File: config.mk
export PLATFORM = sky130hd
export DESIGN_NAME = ro_freq_meter
export DESIGN_NICKNAME = d
export VERILOG_FILES = /design/src/rtl/ro_meter_pkg.sv /design/src/rtl/ro_sync_edge.sv /design/src/rtl/ro_freq_meter.sv
export SDC_FILE = /design/constraint.sdc
export NUM_CORES = 1
export LEC_CHECK = 0
export CORE_AREA = 2 2 83 85
export CTS_CLUSTER_DIAMETER = 120
export DETAILED_ROUTE_END_ITERATION = 7
export DIE_AREA = 0 0 85 87
export GPL_ROUTABILITY_DRIVEN = 0
export HOLD_SLACK_MARGIN = 0.06
export PLACE_DENSITY_LB_ADDON = 0.25
export SLEW_MARGIN = 20
export SYNTH_ARGS = -nofsm -noshare
export SYNTH_HDL_FRONTEND = slang
export SYNTH_HIERARCHICAL = 1
export SYNTH_SLANG_ARGS = --single-unit
File: constraint.sdc
create_clock -name clk -period 2.75 [get_ports clk]
set_input_delay 0.4125 -clock clk [delete_from_list [all_inputs] [get_ports clk]]
set_output_delay 0.4125 -clock clk [all_outputs]
set_load 0.01 [all_outputs]
File: src/rtl/ro_meter_pkg.sv
// Shared types and constants for the ring-oscillator frequency meter.
// The measurement FSM encoding and the synchronizer flush length live here.
package ro_meter_pkg;

  typedef enum logic [1:0] {
    IDLE = 2'd0,
    ARM  = 2'd1,
    GATE = 2'd2,
    DONE = 2'd3
  } meter_state_e;

  localparam int SYNC_STAGES_DEF = 2;
  localparam int ARM_CYCLES      = SYNC_STAGES_DEF + 1;

  // Flush time covers every synchronizer stage plus the edge-detect history flop.
  function automatic int arm_cycles(input int sync_stages);
    return sync_stages + 1;
  endfunction

endpackage

File: src/rtl/ro_sync_edge.sv
// Brings the asynchronous oscillator into the clk domain and emits a
// one-cycle pulse for every rising edge seen at the end of the chain.
module ro_sync_edge #(
  parameter int SYNC_STAGES = 2
) (
  input  logic clk,
  input  logic rst_n,
  input  logic async_in,
  output logic rise_o
);

  logic [SYNC_STAGES-1:0] sync_q, sync_d;
  logic                   prev_q, prev_d;

  // SYNC_STAGES must be at least 2, so the shift slice below is never empty.
  always_comb begin
    sync_d = {sync_q[SYNC_STAGES-2:0], async_in};
    prev_d = sync_q[SYNC_STAGES-1];
  end

  always_ff @(posedge clk or negedge rst_n) begin
    if (!rst_n) begin
      sync_q <= '0;
      prev_q <= 1'b0;
    end else begin
      sync_q <= sync_d;
      prev_q <= prev_d;
    end
  end

  assign rise_o = sync_q[SYNC_STAGES-1] & ~prev_q;

endmodule

File: src/rtl/ro_freq_meter.sv
// Ring-oscillator frequency meter: counts oscillator rising edges over a clk-timed gate.
// Define RO_METER_SAT_EN to saturate the edge counter; otherwise it wraps and flags overflow.
module ro_freq_meter
  import ro_meter_pkg::*;
#(
  parameter int CNT_W       = 16,
  parameter int GATE_W      = 20,
  parameter int SYNC_STAGES = 2
) (
  input  logic              clk,
  input  logic              rst_n,
  input  logic              osc_in,
  input  logic              start,
  input  logic [GATE_W-1:0] gate_cycles,
  output logic              ro_en,
  output logic              busy,
  output logic              result_valid,
  input  logic              result_ready,
  output logic [CNT_W-1:0]  result_count,
  output logic              overflow
);

  localparam int                ARM_LEN  = arm_cycles(SYNC_STAGES);
  localparam int                ARM_W    = $clog2(ARM_LEN + 1);
  localparam logic [ARM_W-1:0]  ARM_LOAD = ARM_W'(ARM_LEN - 1);
  localparam logic [ARM_W-1:0]  ARM_ONE  = ARM_W'(1);
  localparam logic [GATE_W-1:0] GATE_ONE = GATE_W'(1);
  localparam logic [CNT_W-1:0]  CNT_ONE  = CNT_W'(1);
  localparam logic [CNT_W-1:0]  CNT_MAX  = '1;

  meter_state_e      state_q, state_d;
  logic [GATE_W-1:0] gate_cnt_q, gate_cnt_d;
  logic [ARM_W-1:0]  arm_cnt_q, arm_cnt_d;
  logic [CNT_W-1:0]  count_q, count_d;
  logic              ovf_q, ovf_d;
  logic              osc_rise;

  ro_sync_edge #(
    .SYNC_STAGES(SYNC_STAGES)
  ) u_sync_edge (
    .clk      (clk),
    .rst_n    (rst_n),
    .async_in (osc_in),
    .rise_o   (osc_rise)
  );

  // gate_cnt_q holds the latched gate length until GATE, then counts it down.
  always_comb begin
    state_d    = state_q;
    gate_cnt_d = gate_cnt_q;
    arm_cnt_d  = arm_cnt_q;
    count_d    = count_q;
    ovf_d      = ovf_q;
    case (state_q)
      IDLE: begin
        if (start) begin
          state_d    = ARM;
          gate_cnt_d = gate_cycles;
          arm_cnt_d  = ARM_LOAD;
          count_d    = '0;
          ovf_d      = 1'b0;
        end
      end
      ARM: begin
        if (arm_cnt_q == '0) begin
          state_d = (gate_cnt_q == '0) ? DONE : GATE;
        end else begin
          arm_cnt_d = arm_cnt_q - ARM_ONE;
        end
      end
      GATE: begin
        gate_cnt_d = gate_cnt_q - GATE_ONE;
        if (osc_rise) begin
`ifdef RO_METER_SAT_EN
          if (count_q == CNT_MAX) begin
            ovf_d = 1'b1;
          end else begin
            count_d = count_q + CNT_ONE;
          end
`else
          count_d = count_q + CNT_ONE;
          if (count_q == CNT_MAX) begin
            ovf_d = 1'b1;
          end
`endif
        end
        if (gate_cnt_q == GATE_ONE) begin
          state_d = DONE;
        end
      end
      DONE: begin
        if (result_ready) begin
          state_d = IDLE;
        end
      end
      default: state_d = IDLE;
    endcase
  end

  always_ff @(posedge clk or negedge rst_n) begin
    if (!rst_n) begin
      state_q    <= IDLE;
      gate_cnt_q <= '0;
      arm_cnt_q  <= '0;
      count_q    <= '0;
      ovf_q      <= 1'b0;
    end else begin
      state_q    <= state_d;
      gate_cnt_q <= gate_cnt_d;
      arm_cnt_q  <= arm_cnt_d;
      count_q    <= count_d;
      ovf_q      <= ovf_d;
    end
  end

  // Decoded straight from the state flop so the async reset drops ro_en immediately.
  assign ro_en        = (state_q != IDLE);
  assign busy         = (state_q != IDLE);
  assign result_valid = (state_q == DONE);
  assign result_count = count_q;
  assign overflow     = ovf_q;

endmodule
; ---- Word level (Yosys, flattened, before mapping)
; Cells that the tools add are included.
[totals]
wordCells = 53
in_bits = 25
regBits = 44
output_inout_bits = 20
[classes]
n_reduce_logical = 11
n_addsub = 3
n_eq_ne = 12
mux = 18
bitwise_logic = 2
[op_table]
columns = cell, count
row1 = case mux 20 bit (2 select lines), 1
row2 = 2-to-1 mux 16 bit, 2
row3 = case mux 16 bit (2 select lines), 1
row4 = == test 20 x 1 -> 1 bit (second input constant), 1
row5 = zero test 20 bit, 1
row6 = 2-to-1 mux 20 bit, 1
row7 = subtractor 20 x 1 -> 20 bit (second input constant), 1
row8 = adder 16 x 1 -> 16 bit (second input constant), 1
row9 = == test 16 bit (second input constant), 1
row10 = 2-to-1 mux 2 bit, 6
row11 = != test 2 bit (second input constant), 6
row12 = case mux 2 bit (4 select lines), 1
row13 = AND reduction 4 bit, 2
row14 = AND reduction 3 bit, 2
row15 = nonzero test 2 bit, 3
row16 = == test 2 bit (second input constant), 2
row17 = zero test 2 bit, 2
row18 = 2-to-1 mux 1 bit, 4
row19 = case mux 2 bit (2 select lines), 1
row20 = == test 2 x 1 -> 1 bit (second input constant), 1
row21 = != test 2 x 1 -> 1 bit (second input constant), 1
row22 = case mux 1 bit (2 select lines), 1
row23 = AND reduction 2 bit, 1
row24 = subtractor 2 x 1 -> 2 bit (second input constant), 1
row25 = other kinds (2), 2

; ---- Logic depth before layout (Yosys ltp)
; Gate-level depths: netlist of run 1.
[depth]
word_depth = 4
ltp_mapped = 9
depth_no_buf = 7

; ---- By module
; Netlist of run 1, hierarchy kept.
[by_module_without_submodules]
columns = mod, seq_area_each_um2, cells_each, area_per_inst_um2, n_inst
row1 = ro_freq_meter, 1026.0, 276, 2464.9, 1
row2 = ro_sync_edge, 75.1, 4, 88.8, 1

; ---- Worst setup path after synthesis of run 1
; No wires, ideal clock.
[synth_path]
path_type = flip-flop to flip-flop
start = register state_q[0]
end = register gate_cnt_q[10]
stages_incl_launch_ff = 10
setup_slack_ns = 0.509
setup_time_ns = 0.078
path_buffers = 3
t_required_ns = 2.672
synth_period_minus_slack_ns = 2.241
arrival_ns = 2.163
cell_sequence = dfrtp_1 inv_1 ha_1 clkbuf_1 mux2_2 nand2b_1 clkbuf_1 buf_1 o22ai_1 a21oi_1
[synth_via]
elab_chain_len = 3
word_cells_on_any_way = 6
classes_between = 2 x eq/ne / 1 x mux / 3 x reduce/logical
[synth_lines]
columns = element, line
row1 = from (decl), ro_freq_meter.sv:31  ; meter_state_e state_q, state_d;
row2 = from (signal assigned), ro_freq_meter.sv:108  ; state_q <= state_d;
row3 = == test 2 bit / zero test 2 bit (equally long branches), ro_freq_meter.sv:54  ; case (state_q)
row4 = nonzero test 2 bit (no line) / != test 2 bit (equally long branches), --
row5 = AND reduction 2 bit (no line), --
row6 = to (signal assigned), ro_freq_meter.sv:109  ; gate_cnt_q <= gate_cnt_d;
row7 = to (decl), ro_freq_meter.sv:32  ; logic [GATE_W-1:0] gate_cnt_q, gate_cnt_d;
; Several ways; a longest one is shown, not always the timed one.
; A chain may end at the register's enable or synchronous reset.

; ---- Worst setup path in the final report of run 1
[layout_path]
start = register state_q[0]
end = register ovf_q (netlist: overflow)
[layout_via]
word_cells_on_any_way = 8
classes_between = 4 x eq/ne / 1 x mux / 3 x reduce/logical
[layout_lines]
columns = element, line
row1 = == test 2 bit / zero test 2 bit (equally long branches), ro_freq_meter.sv:54
row2 = case mux 1 bit (2 select lines) (*), ro_freq_meter.sv:54
row3 = named net ovf_d, ro_freq_meter.sv:35  ; logic ovf_q, ovf_d;
row4 = to (signal assigned), ro_freq_meter.sv:112  ; ovf_q <= ovf_d;
row5 = to (decl), ro_freq_meter.sv:35
; The timed path passes the listed nets; every way through them passes the cells marked *.

==> metrics.yaml, run 1 <==
status: "finished, final reports clean"
antenna_left: 0
n_antenna_cell: 0
crit_path_end: "overflow$_DFFE_PN0P_"
drv_cap: 0
ys.flop_type: "dfrtp_1"
setup_violations: 0
layout-drive-gt1-share_pct: 7.143
initial_utilization_pct: 38.88
syn_inst: 280
fin_setup_tns_ns: 0
fmax_ghz: 0.4311
required_ns: 2.89
avgSynthCellArea_um2: 9.120
final-seq-area_mm2: 0.001101
synth_nets: 315
layout.nets: 357
r2r-end: "overflow$_DFFE_PN0P_"
vias_per_cell: 5.450
gr-usage-met1_pct: 20.85
fin_area_mm2: 0.003153
slowest_stage: "nor2_1"
worst-r2r-cell-count: 6
reg2reg_from: "state_q[0]$_DFFE_PN0P_"
criticalPathCategory: "reg2reg"
cts_tree: "built"
hold_viol: 0
cp-end-kind: "flop"
dr.first_iter.drc_count: 101
post_synth_num_cell_types: 37
setup_slack_ns: 0.4303
fin_crit_ns: 2.320
rsz0062_at_grt: "no"
worst_pin_slew_ns: 0.9724
dp_slack_ns: 0.3853
synth-async-reset-ratio_pct: 100.0
io_pins: 45
crit_chain: "inv_1, ha_1, buf_4, mux2i_1, nor2_1, nor2_1"
max_stage_delay_ns: 0.75
cts_sinks: 44
synth_area_leader_cell: "dfrtp_1"
grt_pass1_vias: 2040
routed_wl_um: 5634
critPathLaunch: "state_q[0]$_DFFE_PN0P_"
met3_usage_pct: 3.697
slew_headroom_pct: 34.93
die_area_mm2: 0.007395
cts_setup_buffers: 0
busiest_layer: "met2"
h-tree-depth: 2
postPlaceCellArea_mm2: 0.003069
die_h_um: 87
first_pass_iters: 5
ys_top_cells_by_area: "dfrtp_1 43%, ha_1 4.9%, o22ai_1 4.7%"
syn-cell-area_mm2: 0.002554
critPathLaunchType: "flop"
finish.utilization_pct: 48.00
clock_skew_ns: 0.008296
core_mm2: 0.006569
worstPathArrival_ns: 2.46
min_path_type: "in2async"
drc: 0
synth_warnings: 6
netlist.area_leader.share_pct: 43.12
grt_pass1_wl_um: 9660
final_max_slew_viol_count: 0
grt_use_total_pct: 16.32
vias: 2191
cp_max_fo: 31
power_mw: 2.961
peakVddDrop_mv: 0.5239
period_share_pct: 84.35
antenna_found_initial: 0
fillers: 627
cts_resized: 0
synth_most_common_cell: "dfrtp_1"
dp_hpwl_um: 4022
p_per_area_mw_per_mm2: 939.0
insertion_delay_ns: 0.30
io_buffers: 44
leakage_nw: 1.289
syn_to_final_growth_pct: 23.47
numCtsBuffers: 5
cpMostUsedCell: "nor2_1"
clockBufferDepth: 2
wl_per_cell_um: 14.01
synth_edf_count: 0
multiInputGateArea_mm2: 0.001358
root_buffer: "clkbuf_8"
clk_pin_slew_worst_paths_ns: 0.09
ys_seq_area_share_pct: 43.12
grtUsageMet2_pct: 27.77
rows: 30
cts_hold_buf: 0
ff2ff_setup_slack_ns: 0.43
grt_max_degree: 45
ys_ff_latch: 44
die_x_um: 85
grt_overflow: 0
yosys-top-cells-count: "44 x dfrtp_1, 27 x nor2_1, 21 x nand3_1"
## logic make-up (layout without fill, tap and decap cells)
family	Yosys count	count (layout)	synth area share, %
DFF	44	44	43.12
muxes	13	13	5.194
xor gates and xnor gates	14	14	4.802
AOI/OAI and AO/OA	62	62	14.16
buffers and inverters	24	66	3.724
and+or+nand+nor	113	113	24.11
adders and majority gates	10	10	4.900
## through the flow
step / hold WS (ns) / std cells
3_3_place_gp: 0.3384 / 395
5_1_grt: 0.1459 / 402
6_report: 0.1038 / 402
3_5_place_dp: 0.3356 / 395
4_1_cts: 0.3238 / 402
2_1_floorplan: 0.1169 / 280
## layer usage
metal | wire length (um) | part of all wire, %
met1 | 2638 | 47
met3 | 210 | 3.7
met4 | 72 | 1.3
met5 | 0 | 0
met2 | 2713 | 48
## cells in the final DEF, fill, tap and decap left out
cell,instances
nor3_1,10
nor2_1,27
nor4_4,1
o22ai_1,19
a41oi_1,1
a21oi_1,19
nand2_1,14
a31o_2,2
a21o_1,1
and3_1,4
a221oi_1,2
xnor2_1,3
or4_4,1
ha_1,10
nand3_1,21
nand2b_1,9
clkdlybuf4s50_1,43
mux2i_1,11
or3_1,3
or4_1,4
inv_1,10
a31oi_1,2
nand4_1,3
and4_1,2
nor2b_4,1
nor2b_1,3
or2_2,1
mux2_2,2
nor4_2,2
clkbuf_8,5
a22o_1,1
dfrtp_1,44
buf_4,6
xor2_1,11
clkinvlp_4,1
nor4_1,7
o21ai_0,15
clkinv_2,1
## critical path, delay by kind of cell, from the launching register on
family,cells,cell delay (ns)
adder cells (fa/ha/maj),1,0.21
multiplexers,1,0.14
flip-flops,1,0.42
AND/OR/NAND/NOR,2,0.90
buffers and inverters,2,0.49
## where the power goes
group          internal, mW  total, mW  leakage, nW  switching, mW
registers             0.855       1.10        0.552          0.246
clock network         0.172      0.398       0.0400          0.226
logic                 0.630       1.46        0.698          0.832
total                  1.66       2.96         1.29           1.30
## sequential cells by signal, summed over array words and instances, names as in the netlist
register,cells
gate_cnt_q,20
result_count,16
arm_cnt_q,2
state_q,2
u_sync_edge/sync_q,2
overflow,1
u_sync_edge/prev_q,1
## area by class of cell
cell class	instances	area share, %
multi-input cells	212	43.06
clock buffers	5	2.183
clock inverters	2	0.3968
repair buffers	49	15.08
inverters	10	1.190
flip-flops and latches	44	34.92
well taps	80	3.175
## worst min path at each step
stage	start	endpoint	slack, ns	depth (start not counted)
2_1_floorplan	rst_n	arm_cnt_q[0]$_DFFE_PN0P_	0.12	0
3_3_place_gp	u_sync_edge/sync_q[0]$_DFF_PN0_	u_sync_edge/sync_q[1]$_DFF_PN0_	0.34	0
3_5_place_dp	u_sync_edge/sync_q[0]$_DFF_PN0_	u_sync_edge/sync_q[1]$_DFF_PN0_	0.34	0
4_1_cts	rst_n	gate_cnt_q[3]$_DFFE_PN0P_	0.32	1
5_1_grt	rst_n	gate_cnt_q[8]$_DFFE_PN0P_	0.15	1
6_report	rst_n	gate_cnt_q[3]$_DFFE_PN0P_	0.10	1
(Power assumes the default switching activity.)
==> run 2, diff against run 1 <==
==> constraint.sdc (replaced) <==
create_clock -name clk -period 2.1 [get_ports clk]
set_input_delay 0.315 -clock clk [delete_from_list [all_inputs] [get_ports clk]]
set_output_delay 0.315 -clock clk [all_outputs]
set_load 0.01 [all_outputs]
==> metrics.yaml, run 2 (synthesized netlist as in run 1, its figures left out) <==
fmax_ghz: 0.4696  # +8.9%
hold_start: "u_sync_edge/sync_q[0]$_DFF_PN0_"
layout_commonest_cell: "dfrtp_1"
layout_common_cells: "44 x dfrtp_1, 43 x clkdlybuf4s50_1, 28 x buf_4"
grt_pass1_wl_um: 9839  # +1.9%
setup_violations: 4  # +4
p_int_mw: 2.592  # +56%
power_switching_mw: 1.854  # +42%
grt_pass1_vias: 2131  # +4.5%
min_path_type: "reg2reg"
slew_headroom_pct: 60.54  # +26 points
grt_overflow: 0  # unchanged
critical_path_buf_inv_count: 1  # -1
criticalPathCategory: "reg2reg"
cts_sinks: 44  # unchanged
clockBufferDepth: 2  # unchanged
n_antenna_cell: 0  # unchanged
final_max_slew_viol_count: 0  # unchanged
wl_per_cell_um: 13.95  # -0.49%
layout.nets: 385  # +7.8%
max_stage_delay_ns: 0.53  # -0.22 ns
pwr-share-seq_pct: 31.1  # -6.1 points
largest_reg_flops: 20  # unchanged
violations: "negative setup slack"
cpMostUsedCell: "or4_4"
die_h_um: 87  # unchanged
hold_viol: 0  # unchanged
clock_power_share_pct: 14.8  # +1.4 points
slowest_stage: "or4_4"
layout-drive-gt1-share_pct: 17.09  # +10 points
fin_crit_ns: 2.130  # -0.1901 ns
antenna_left: 0  # unchanged
top_register: "gate_cnt_q"
critPathLaunchType: "flop"
antenna_found_initial: 0  # unchanged
root_buffer: "clkbuf_8"
p_per_area_mw_per_mm2: 1275  # +36%
power_frac_comb_pct: 54.2  # +4.8 points
fillers: 607  # -3.2%
worst-r2r-cell-count: 6  # unchanged
ff2ff_setup_slack_ns: -0.03  # -0.46 ns
clock_skew_ns: 0.004388  # -0.003908 ns
period_share_pct: 101.4  # +17 points
required_ns: 2.30  # -0.59 ns
crit_chain: "or4_4, or4_4, buf_4, nor4_4, mux2i_1, nor2_1"
vias: 2285  # +4.3%
io_buffers: 44  # unchanged
peakVddDrop_mv: 0.5531  # +5.6%
dp_hpwl_um: 4239  # +5.4%
cts_tree: "built"
core_mm2: 0.006569  # unchanged
crit_family: "simple AND/OR/NAND/NOR gates"
min_to: "u_sync_edge/sync_q[1]$_DFF_PN0_"
leakage_nw: 1.469  # +14%
grt_use_total_pct: 16.67  # +0.34 points
insertion_delay_ns: 0.30  # about the same
hold_depth: 0
reg2reg_from: "gate_cnt_q[10]$_DFFE_PN0P_"
setup_slack_ns: -0.02959  # -0.4599 ns
routed_wl_um: 6011  # +6.7%
rsz0062_at_grt: "yes"
worst_pin_slew_ns: 0.5913  # -0.3811 ns
first_pass_iters: 4  # -1
fin_setup_tns_ns: -0.06483  # -0.06483 ns
io_pins: 45  # unchanged
syn_to_final_growth_pct: 36.50
rows: 30  # unchanged
grt_max_degree: 35  # -22%
final-seq-area_mm2: 0.001101  # unchanged
initial_utilization_pct: 38.88  # unchanged
status: "finished with violations"
multiInputGateArea_mm2: 0.001413  # +4.1%
r2r-end: "gate_cnt_q[16]$_DFFE_PN0P_"
cp-end-kind: "flop"
drc: 0  # unchanged
dr.first_iter.drc_count: 123  # +22%
cp_max_fo: 4  # -87%
h-tree-depth: 2  # unchanged
sw_frac_of_total_pct: 41.70  # -2.3 points
clk_pin_slew_worst_paths_ns: 0.08  # about the same
finish.utilization_pct: 53.07  # +5.1 points
numCtsBuffers: 5  # unchanged
die_area_mm2: 0.007395  # unchanged
vias_per_cell: 5.302  # -2.7%
drv_cap: 0  # unchanged
worstPathArrival_ns: 2.33  # -0.13 ns
die_x_um: 85  # unchanged
run 2: cell types whose count changed in the layout (fill, tap and decap cells not counted), moves of 2 or more:
cell / change
inv_2: +2
inv_1: -2
or4_4: +2
buf_12: +3
or4_1: -2
buf_4: +22
run 2: how the worst max path moves through the flow:
stage	startpoint	end	slack [ns]	cells past startpoint
after floorplan	gate_cnt_q[6]$_DFFE_PN0P_	gate_cnt_q[16]$_DFFE_PN0P_	-0.05	6
after global placement	gate_cnt_q[10]$_DFFE_PN0P_	gate_cnt_q[16]$_DFFE_PN0P_	-0.01	5
after detailed placement	gate_cnt_q[10]$_DFFE_PN0P_	gate_cnt_q[16]$_DFFE_PN0P_	-0.04	5
after CTS	gate_cnt_q[6]$_DFFE_PN0P_	gate_cnt_q[15]$_DFFE_PN0P_	-0.009	6
after global routing	gate_cnt_q[10]$_DFFE_PN0P_	gate_cnt_q[15]$_DFFE_PN0P_	-0.10	6
final	gate_cnt_q[10]$_DFFE_PN0P_	gate_cnt_q[16]$_DFFE_PN0P_	-0.03	6
run 2: power by group through the flow:
stage | Sequential (mW) | Combinational (mW) | Clock (mW)
detailed placement | 1.38 | 2.29 | 0
global route | 1.42 | 2.69 | 0.702
CTS | 1.37 | 2.35 | 0.669
global placement | 1.38 | 2.24 | 0
finish | 1.38 | 2.41 | 0.656
floorplan | 1.37 | 1.47 | 0
run 2: per-stage QoR:
step,setup WS (ns),power [mW],hold WS (ns),cells,area (um2)
after floorplan,-0.05382,2.837,0.01941,280,2556
after global placement,-0.01458,3.613,0.3166,416,3264
after detailed placement,-0.04433,3.673,0.3229,416,3264
after CTS,-0.009048,4.389,0.3582,427,3412
after global routing,-0.1030,4.816,0.3618,431,3486
final,-0.02959,4.445,0.3553,431,3486
run 2: metal layers:
| layer | part of all wire [%] | track usage, % |
|---|---|---|
| met1 | 47 | 20.85 |
| met3 | 3.1 | 3.507 |
| met5 | 0 | 0 |
| met2 | 49 | 29.05 |
| met4 | 1.2 | 4.906 |
run 2: area by class of cell:
| type | instances | share of cell area [%] |
|---|---|---|
| multi-input combinational | 212 | 40.52 |
| sequential | 44 | 31.59 |
| timing repair buffer | 77 | 20.85 |
| tap | 80 | 2.872 |
| clock buffer | 6 | 2.082 |
| inverter | 10 | 1.077 |
| clock inverter | 2 | 1.005 |
run 2: timing repair:
item                                    4_1_cts  5_1_grt
pin swaps                                     3        2
gates cloned                                  0        0
gates resized for setup                       3       11
endpoints found under the hold margin        20        0
endpoints found under the setup margin        7       21
hold buffers                                  1        0
buffers inserted                              2        4
==> run 3, diff against run 2 <==
==> constraint.sdc (replaced) <==
create_clock -name clk -period 2.7 [get_ports clk]
set_input_delay 0.405 -clock clk [delete_from_list [all_inputs] [get_ports clk]]
set_output_delay 0.405 -clock clk [all_outputs]
set_load 0.01 [all_outputs]
==> metrics.yaml, run 3 (synthesized netlist as in run 1, its figures left out) <==
met1_length_um: 2784  # -1.1%
dp_hpwl_um: 4031  # -4.9%
critPathLaunch: "gate_cnt_q[6]$_DFFE_PN0P_"
top_register: "gate_cnt_q"
hold_viol: 0  # unchanged
slew_headroom_pct: 46.73  # -14 points
r2r-end: "state_q[1]$_DFFE_PN0P_"
rows: 30  # unchanged
clock_skew_ns: 0.01183  # +0.007440 ns
setup_violations: 0  # -4
insertion_delay_ns: 0.30  # about the same
die_x_um: 85  # unchanged
fin_setup_tns_ns: 0  # +0.06483 ns
worst_pin_slew_ns: 0.7991  # +0.2078 ns
finish.utilization_pct: 47.96  # -5.1 points
cts_tree: "built"
stdcell_count: 402  # -6.7%
required_ns: 2.88  # +0.58 ns
worstPathArrival_ns: 2.55  # +0.22 ns
min_path_type: "in2async"
drv_cap: 0  # unchanged
wl_per_cell_um: 14.10  # +1.1%
drc: 0  # unchanged
p_per_area_mw_per_mm2: 959.0  # -25%
root_buffer: "clkbuf_8"
grt_overflow: 0  # unchanged
crit_path_end: "state_q[1]$_DFFE_PN0P_"
critPathLaunchType: "flop"
die_h_um: 87  # unchanged
grt_max_degree: 35  # unchanged
cp_max_fo: 7  # +3
grt_use_total_pct: 16.33  # -0.34 points
die_area_mm2: 0.007395  # unchanged
vias_per_cell: 5.408  # +2.0%
first_pass_iters: 4  # unchanged
antenna_left: 0  # unchanged
antenna_found_initial: 0  # unchanged
layout_commonest_cell: "dfrtp_1"
postPlaceCellArea_mm2: 0.003069  # -6.0%
dr.first_iter.drc_count: 109  # -11%
worst-r2r-cell-count: 4  # -2
wl_met3_um: 182  # -2.7%
layout_common_cells: "44 x dfrtp_1, 43 x clkdlybuf4s50_1, 27 x nor2_1"
place_inst: 395  # -5.0%
routed_wl_um: 5670  # -5.7%
grt_pass1_vias: 2023  # -5.1%
dp_slack_ns: 0.4001  # +0.4444 ns
grt_pass1_wl_um: 9687  # -1.5%
initial_utilization_pct: 38.88  # unchanged
power_mw: 3.021  # -32%
layout-drive-gt1-share_pct: 7.143  # -10 points
period_share_pct: 87.59  # -14 points
fmax_ghz: 0.4228  # -10%
cts_sinks: 44  # unchanged
n_antenna_cell: 0  # unchanged
clockBufferDepth: 2  # unchanged
hold_ws_ns: 0.06888  # -0.2864 ns
leakage_nw: 1.289  # -12%
cts_hold_buf: 0  # -1
fin_crit_ns: 2.365  # +0.2353 ns
vias: 2174  # -4.9%
final-seq-area_mm2: 0.001101  # unchanged
rsz0062_at_grt: "no"
cts_setup_buffers: 0  # -2
criticalPathCategory: "reg2reg"
cts_resized: 0  # -3
final_max_slew_viol_count: 0  # unchanged
dr.max_layer_used: "met4"
h-tree-depth: 2  # unchanged
ff2ff_setup_slack_ns: 0.34  # +0.36 ns
fin_area_mm2: 0.003151  # -9.6%
layout.nets: 357  # -7.3%
reg2reg_from: "gate_cnt_q[6]$_DFFE_PN0P_"
io_buffers: 44  # unchanged
cp-end-kind: "flop"
fillers: 626  # +3.1%
largest_reg_flops: 20  # unchanged
io_pins: 45  # unchanged
syn_to_final_growth_pct: 23.37
multiInputGateArea_mm2: 0.001358  # -3.9%
wl_met2_um: 2637  # -10%
numCtsBuffers: 5  # unchanged
status: "finished, final reports clean"
core_mm2: 0.006569  # unchanged
peakVddDrop_mv: 0.4991  # -9.8%
setup_slack_ns: 0.3351  # +0.3647 ns
clk_pin_slew_worst_paths_ns: 0.09  # about the same
-- run 3: cell types whose count changed in the layout (fill, tap and decap cells not counted), moves of 2 or more --
cell / before / now
or4_1: 2 / 4
or4_4: 3 / 1
inv_1: 8 / 10
buf_12: 3 / 0
inv_2: 2 / 0
buf_4: 28 / 5
-- run 3: power breakdown --
group / leakage (nW) / internal [mW] / switching [mW]
sequential: 0.552 / 0.870 / 0.254
clock: 0.0400 / 0.176 / 0.231
combinational: 0.698 / 0.630 / 0.861
total: 1.29 / 1.68 / 1.35
-- run 3: worst min path at each step --
stage / startpoint / end
final: rst_n / gate_cnt_q[6]$_DFFE_PN0P_
after global routing: rst_n / gate_cnt_q[6]$_DFFE_PN0P_
after CTS: rst_n / gate_cnt_q[6]$_DFFE_PN0P_
after detailed placement: u_sync_edge/sync_q[0]$_DFF_PN0_ / u_sync_edge/sync_q[1]$_DFF_PN0_
after global placement: u_sync_edge/sync_q[0]$_DFF_PN0_ / u_sync_edge/sync_q[1]$_DFF_PN0_
after floorplan: rst_n / arm_cnt_q[0]$_DFFE_PN0P_
-- run 3: cell type report --
type	count	share of cell area, %
sequential	44	34.95
inverter	10	1.191
tap	80	3.177
multi-input combinational	212	43.09
clock buffer	5	2.184
timing repair buffer	49	15.01
clock inverter	2	0.3971
-- run 3: layer usage --
metal,vias up,track usage (%)
li1,1101,-
met1,1039,22.00
met2,28,26.99
met3,6,3.223
met4,0,4.329
met5,-,0
-- run 3: worst max-delay path: stages, from the launching register on --
cell     delay [ns]
dfrtp_1        0.42
or4_1          0.65
nor4_2         0.62
a21oi_1        0.23
mux2_2         0.32
